===== src/rtl/alu_issue_ctrl.sv =====
// +-----------------------------------------------------------------------------+
// | alu_issue_ctrl: issue/collect stage feeding the ALU AddSub unit.             |
// | Optional stall counter output guarded by ALU_ISSUE_STALLCNT_EN. Rev 1.0      |
// +-----------------------------------------------------------------------------+
`default_nettype none

module alu_issue_ctrl #(
  parameter int LATENCY = 1,
  parameter int OPW     = 5
) (
  input  logic            soc_clk,
  input  logic            reset,
  input  logic            op_valid,
  output logic            op_ready,
  input  logic [OPW-1:0]  op_code,
  input  logic [31:0]     op_a,
  input  logic [31:0]     op_b,
  output logic [31:0]     ALU_dat1,
  output logic [31:0]     ALU_dat2,
  output logic [OPW-1:0]  Instruction_to_ALU,
  output logic            dat_ready,
  input  logic [31:0]     alu_result,
  input  logic            alu_overflow,
  input  logic            alu_zero,
  output logic            res_valid,
  input  logic            res_ready,
  output logic [31:0]     res_data,
  output logic            res_overflow,
  output logic            res_zero
`ifdef ALU_ISSUE_STALLCNT_EN
  ,
  output logic [31:0]     stall_count
`endif
);

  if (LATENCY < 1 || LATENCY > 15) begin : g_latency_range
    $error("alu_issue_ctrl: LATENCY must lie within 1..15");
  end

  localparam logic [3:0] CNT_INIT = 4'(LATENCY - 1);

  typedef enum logic [1:0] {
    S_IDLE  = 2'd0,
    S_ISSUE = 2'd1,
    S_WAIT  = 2'd2,
    S_RESP  = 2'd3
  } state_t;

  state_t          state_q, state_d;
  logic [OPW-1:0]  code_q, code_d;
  logic [31:0]     a_q, a_d;
  logic [31:0]     b_q, b_d;
  logic [3:0]      cnt_q, cnt_d;
  logic [31:0]     rdata_q, rdata_d;
  logic            rovf_q, rovf_d;
  logic            rzero_q, rzero_d;

  always_comb begin
    state_d = state_q;
    code_d  = code_q;
    a_d     = a_q;
    b_d     = b_q;
    cnt_d   = cnt_q;
    rdata_d = rdata_q;
    rovf_d  = rovf_q;
    rzero_d = rzero_q;
    unique case (state_q)
      S_IDLE: begin
        if (op_valid) begin
          code_d  = op_code;
          a_d     = op_a;
          b_d     = op_b;
          state_d = S_ISSUE;
        end
      end
      S_ISSUE: begin
        cnt_d   = CNT_INIT;
        state_d = S_WAIT;
      end
      S_WAIT: begin
        // Counter reaching zero marks the last cycle the ALU output is valid.
        if (cnt_q == 4'd0) begin
          rdata_d = alu_result;
          rovf_d  = alu_overflow;
          rzero_d = alu_zero;
          state_d = S_RESP;
        end else begin
          cnt_d = cnt_q - 4'd1;
        end
      end
      S_RESP: begin
        if (res_ready) begin
          state_d = S_IDLE;
        end
      end
      default: state_d = S_IDLE;
    endcase
  end

  always_ff @(posedge soc_clk) begin
    if (reset) begin
      state_q <= S_IDLE;
      code_q  <= '0;
      a_q     <= '0;
      b_q     <= '0;
      cnt_q   <= '0;
      rdata_q <= '0;
      rovf_q  <= 1'b0;
      rzero_q <= 1'b0;
    end else begin
      state_q <= state_d;
      code_q  <= code_d;
      a_q     <= a_d;
      b_q     <= b_d;
      cnt_q   <= cnt_d;
      rdata_q <= rdata_d;
      rovf_q  <= rovf_d;
      rzero_q <= rzero_d;
    end
  end

  always_comb begin
    op_ready           = 1'b0;
    dat_ready          = 1'b0;
    res_valid          = 1'b0;
    ALU_dat1           = '0;
    ALU_dat2           = '0;
    Instruction_to_ALU = '0;
    if (state_q == S_ISSUE) begin
      ALU_dat1           = a_q;
      ALU_dat2           = b_q;
      Instruction_to_ALU = code_q;
    end
    // Handshake outputs are suppressed while reset is asserted.
    if (!reset) begin
      op_ready  = (state_q == S_IDLE);
      dat_ready = (state_q == S_ISSUE);
      res_valid = (state_q == S_RESP);
    end
  end

  assign res_data     = rdata_q;
  assign res_overflow = rovf_q;
  assign res_zero     = rzero_q;

`ifdef ALU_ISSUE_STALLCNT_EN
  logic [31:0] stall_q, stall_d;

  always_comb begin
    stall_d = stall_q;
    if (state_q == S_RESP && !res_ready && stall_q != 32'hFFFF_FFFF) begin
      stall_d = stall_q + 32'd1;
    end
  end

  always_ff @(posedge soc_clk) begin
    if (reset) begin
      stall_q <= '0;
    end else begin
      stall_q <= stall_d;
    end
  end

  assign stall_count = stall_q;
`endif

endmodule

`default_nettype wire

===== config.mk =====
export PLATFORM = sky130hd
export DESIGN_NAME = alu_issue_ctrl
export DESIGN_NICKNAME = d
export VERILOG_FILES = /design/src/rtl/alu_issue_ctrl.sv
export SDC_FILE = /design/constraint.sdc
export NUM_CORES = 1
export LEC_CHECK = 0
export BUFFER_PORTS_ARGS = -buffer_cell sky130_fd_sc_hd__buf_2
export CAP_MARGIN = 20
export CORE_MARGIN = 1.5
export CORE_UTILIZATION = 45
export DETAILED_ROUTE_END_ITERATION = 12
export GPL_ROUTABILITY_DRIVEN = 0
export PLACE_DENSITY = 0.84
export RECOVER_POWER = 100
export SYNTH_ARGS = -nofsm -noshare
export SYNTH_HDL_FRONTEND = slang
export SYNTH_SLANG_ARGS = --single-unit
export TNS_END_PERCENT = 30

===== constraint.sdc =====
create_clock -name soc_clk -period 4.2 [get_ports soc_clk]
set_clock_uncertainty 0.2 [all_clocks]
set_input_delay 0.63 -clock soc_clk [delete_from_list [all_inputs] [get_ports soc_clk]]
set_output_delay 0.63 -clock soc_clk [all_outputs]
set_load 0.005 [all_outputs]

* After elaboration in Yosys (flattened, before gate mapping)
Index checks and enable logic that the tools add are counted.
** Cells by class
- Eq/ne operators :: 7
- Mux-type cells :: 12
- Reduce and logical (&&, ||, !) cells :: 7
- Add/subtract/negate cells :: 1
** Operators by type and width (count)
- $mux W32 :: 2
- $ne A2 B2 Y1 const B :: 4
- $pmux W2 S4 :: 1
- $pmux W4 S2 :: 1
- $mux W2 :: 3
- $reduce_and A2 Y1 :: 3
- $mux W5 :: 1
- $eq A2 B2 Y1 const B :: 2
- $logic_not A4 Y1 :: 1
- $mux W4 :: 1
- $sub A4 B1 Y4 const B :: 1
- $mux W1 :: 3
- $reduce_and A3 Y1 :: 1
- $eq A2 B1 Y1 const B :: 1
- $logic_not A2 Y1 :: 1
- $reduce_bool A2 Y1 :: 1
** Storage, ports and cells
- Input port bits :: 107
- Register bits after elaboration :: 109
- Output and inout port bits :: 106
- Word-level logic and storage cells :: 35

* Logic depth before layout (Yosys ltp)
- Depth in word-level cells :: 3
- Mapped depth :: 8
- Gate-level depth less buffers :: 5

* Worst setup path before layout
Ideal clock, no wire load.
- Path kind :: register -> output
- From :: reg state_q[1]
- To :: out dat_ready
- Data arrival time :: 1.150 ns
- Required time :: 3.370 ns
- Cell stages (with the launch flop) :: 6
- Slack :: 2.220 ns
- Path buffers :: 2
- Path through :: dfxtp_1 -> inv_1 -> ha_1 -> clkbuf_1 -> clkbuf_1 -> nor2b_1
** Between the ends
- Word-level cells in the longest chain between the ends :: 2
** RTL lines
- start: declaration :: RTL line 49 : state_t state_q, state_d;
- start signal: assignment :: RTL line 111 : state_q <= state_d;
- $eq A2 B1 Y1 :: RTL line 137 : dat_ready = (state_q == S_ISSUE);
- $mux W1 :: RTL line 135 : if (!reset) begin
- end: declaration :: RTL line 21 : output logic dat_ready,
Every way passes these cells.

* Final worst setup path
- From :: reg state_q[1]
- To :: out ALU_dat1[21]
** Between the ends
- Word-level cells in the longest chain between the ends :: 2
** RTL lines
- $eq A2 B1 Y1 :: RTL line 129 : if (state_q == S_ISSUE) begin
- $mux W32 :: RTL line 129
- end: declaration :: RTL line 18 : output logic [31:0] ALU_dat1,
Every way passes these cells.

==> key figures <==
Clock tree
  – CTS Hold Buffers Added: 0
  – Clk buf depth: 2
  – Postcts setup bufs: 0
  – Clock root buffer: clkbuf_8
  – Post-CTS sizing: 0
  – TritonCTS clock tree: yes
  – Clock-pin transition on the worst setup and hold timing paths: 0.10 ns
  – CTS H-tree lvls: 3
  – Worst skew pair latency: between 0.3 and 0.4 ns
  – CTS buffer count: 9
  – Sink Count: 109

Floorplanning
  – Core Box Area: 9370 µm²
  – Initial Util: 0.469
  – Die ar.: 10,400 µm²
  – Die Ht: approximately 100 µm
  – Row Count: 35
  – Ports: between 200 and 250
  – Die width: ~100 µm

Critical path
  – Arr. time, crit path: 2.10 ns
  – Reg-to-reg startpoint: state_q[0]$_SDFFE_PP0P_
  – Critical path class: flop to primary output
  – Crit-path max FO: 72
  – Worst setup path startpoint: state_q[1]$_SDFFE_PP0P_
  – Worst setup SP type: flop
  – R2r setup slk: 1.48 ns
  – Crit. End Element: primary output
  – Setup crit end: ALU_dat1[21]
  – FF-to-FF End: res_data[6]$_SDFFE_PP0P_
  – Worst-case reg-to-reg path depth: 6
  – WP data required: 3.37 ns

Timing
  – Relative slew slack: 0.123
  – Slew @ Worst Pin: 1.31 ns
  – Crit path time final: around 3 ns
  – RSZ-0062 raised after global routing: false
  – Period utilization: 0.696
  – Endpoints failing setup: 0
  – Final hold vios: 0
  – Fin. max-slew vios: 0
  – Fmax: 342 MHz
  – Hold Slack: about 0.25 ns
  – Setup Total Neg Slack: 0 ns

Yosys
  – Cell count after synthesis: around 570
  – Biggest area consumer among synthesized cells: dfxtp_1
  – Number of synthesized flops with an enable pin: 0
  – Synth warn: 0
  – Mapped Area: 4390 µm²
  – Post-synth top flop: dfxtp_1
  – Synth cell count leaders: nand2_1 (207), dfxtp_1 (109), a21oi_1 (106)
  – Synth Area per Inst: 7.65 µm²
  – Syn Nets: 687
  – Sequential fraction of the synthesis area: 0.497
  – Synth top area share: 0.497
  – Async S/R FF share, synth: 0
  – Most common cell in the netlist: nand2_1
  – Synth Register Bits: 109
  – Largest cells by area after synthesis: dfxtp_1 (50%), nand2_1 (18%), a21oi_1 (12%), and2_1 (10%), clkbuf_1 (2.9%)
  – Post-synthesis cell type count: 27

Layout
  – NumNets Final: slightly below 900
  – Ant. Diodes: 0
  – Ratio of cells with drive above 1 in the final layout: 0.246
  – Fill count: 908
  – Final Util: 0.604
  – Synthesis-to-layout area growth: 28.9%

Route
  – Drt wl/cell: 12.7 µm
  – Antenna Nets Post-Route: 0
  – Pre-antenna DRT Iters: 5
  – Post-route DRC: 0
  – Via count: 4,307
  – Final WL: 11.3 mm
  – Iteration-0 DRC Markers: 95
  – Vias per cell: 4.82

Pwr
  – Worst vdd ir: 273 µV
  – P per Cell Area: 522 nW/µm²
  – Leakage: 2.48 nW

Global route
  – Global route overflow: 0
  – Vias in the first global route: 4,137
  – Initial antenna violation count: 0
  – GRT Overall Usage: 0.214
  – First-pass GRT wire length: 17.8 mm
  – Largest net degree at the start of global routing: 73

Min path
  – Hold crit path type: flop to flop

Run status
  – Status: completed

Job
  – MaxCap Viol Count: 0

Placement
  – HPWL after DPL: 8.10 mm
  – Port Buffers: 212
## cell families (layout without fill, tap and decap cells)
family / count (synthesis) / in the layout / synth area share
AOI/OAI and AO/OA: 113 / 113 / 0.133
adders and majority gates: 6 / 6 / 0.0171
buffers and inverters: 50 / 240 / 0.0447
DFF: 109 / 109 / 0.497
and+or+nand+nor: 294 / 294 / 0.304
muxes: 2 / 2 / 0.00456
## cell usage in the layout, fill, tap and decap left out
cell,synthesis,final
clkinvlp_2,1,1
clkinv_4,0,2
buf_2,6,164
bufinv_16,0,1
dfxtp_1,109,109
ha_2,0,1
clkbuf_2,0,2
mux2i_1,2,2
o211ai_1,3,3
inv_6,0,2
a222oi_1,1,1
nor2b_1,3,3
or3_1,2,2
clkbuf_8,0,9
and4bb_1,1,1
inv_1,5,6
a221oi_1,1,1
or4_1,1,1
or3b_1,1,1
buf_12,0,2
and2_1,70,47
ha_1,6,5
nand3_1,2,2
nand2_2,0,1
clkbuf_1,34,47
a21oi_1,106,106
buf_1,3,1
nand2_1,207,206
and2_0,0,23
nand2b_1,4,4
nor3b_1,1,1
o21bai_1,1,1
clkinv_8,0,1
o21ai_0,1,1
nand4bb_1,1,1
or2_1,1,1
buf_4,0,2
## state kept, by name, summed over array words and instances, names as in the netlist
name,count
a_q,32
b_q,32
cnt_q,4
code_q,5
res_data,32
res_overflow,1
res_zero,1
state_q,2
## final cells by class
type                    count  area [µm²]  share of cell area
clock inverters             6        81.3              0.0144
clock buffers              10         128              0.0225
multi-input cells         415        2020               0.357
flip-flops and latches    109        2180               0.385
repair buffers            217        1060               0.188
well taps                 129         161              0.0285
inverters                   7        27.5             0.00486
## routing by layer
| metal | part of all wire | track usage |
|---|---|---|
| met5 | 0.00062 | 0 |
| met4 | 0.015 | 0.0705 |
| met3 | 0.078 | 0.0663 |
| met2 | 0.49 | 0.396 |
| met1 | 0.42 | 0.230 |
## power by group
group / switching, mW / internal [mW]
logic: 0.614 / 0.356
registers: 0.0979 / 1.24
clock network: 0.365 / 0.288
## through the flow
| step | cells | worst slack [ns] | cell area, µm² | power, mW |
|---|---|---|---|---|
| global route | 893 | 1.09 | 5660 | 3.17 |
| CTS | 892 | 1.24 | 5720 | 3.00 |
| global placement | 874 | 1.74 | 5470 | 2.26 |
| finish | 893 | 1.27 | 5660 | 2.96 |
| floorplan | 574 | 2.22 | 4390 | 1.99 |
| detailed placement | 876 | 1.64 | 5510 | 2.36 |
## worst min path at each step
stage	start	cells after the start	slack (ns)	endpoint
after floorplan	a_q[0]$_SDFFE_PP0P_	2	0.23	a_q[0]$_SDFFE_PP0P_
after detailed placement	b_q[23]$_SDFFE_PP0P_	2	0.24	b_q[23]$_SDFFE_PP0P_
after global routing	a_q[13]$_SDFFE_PP0P_	2	0.27	a_q[13]$_SDFFE_PP0P_
after global placement	a_q[1]$_SDFFE_PP0P_	2	0.24	a_q[1]$_SDFFE_PP0P_
after CTS	a_q[13]$_SDFFE_PP0P_	2	0.26	a_q[13]$_SDFFE_PP0P_
final	code_q[2]$_SDFFE_PP0P_	2	0.25	code_q[2]$_SDFFE_PP0P_
## critical path, stage by stage, from the launching register on
cell and delay [ns]:
dfxtp_1 0.36, inv_1 0.11, ha_2 0.89, and2_0 0.26, buf_2 0.12
No activity file was read; power rests on OpenSTA's default activity.
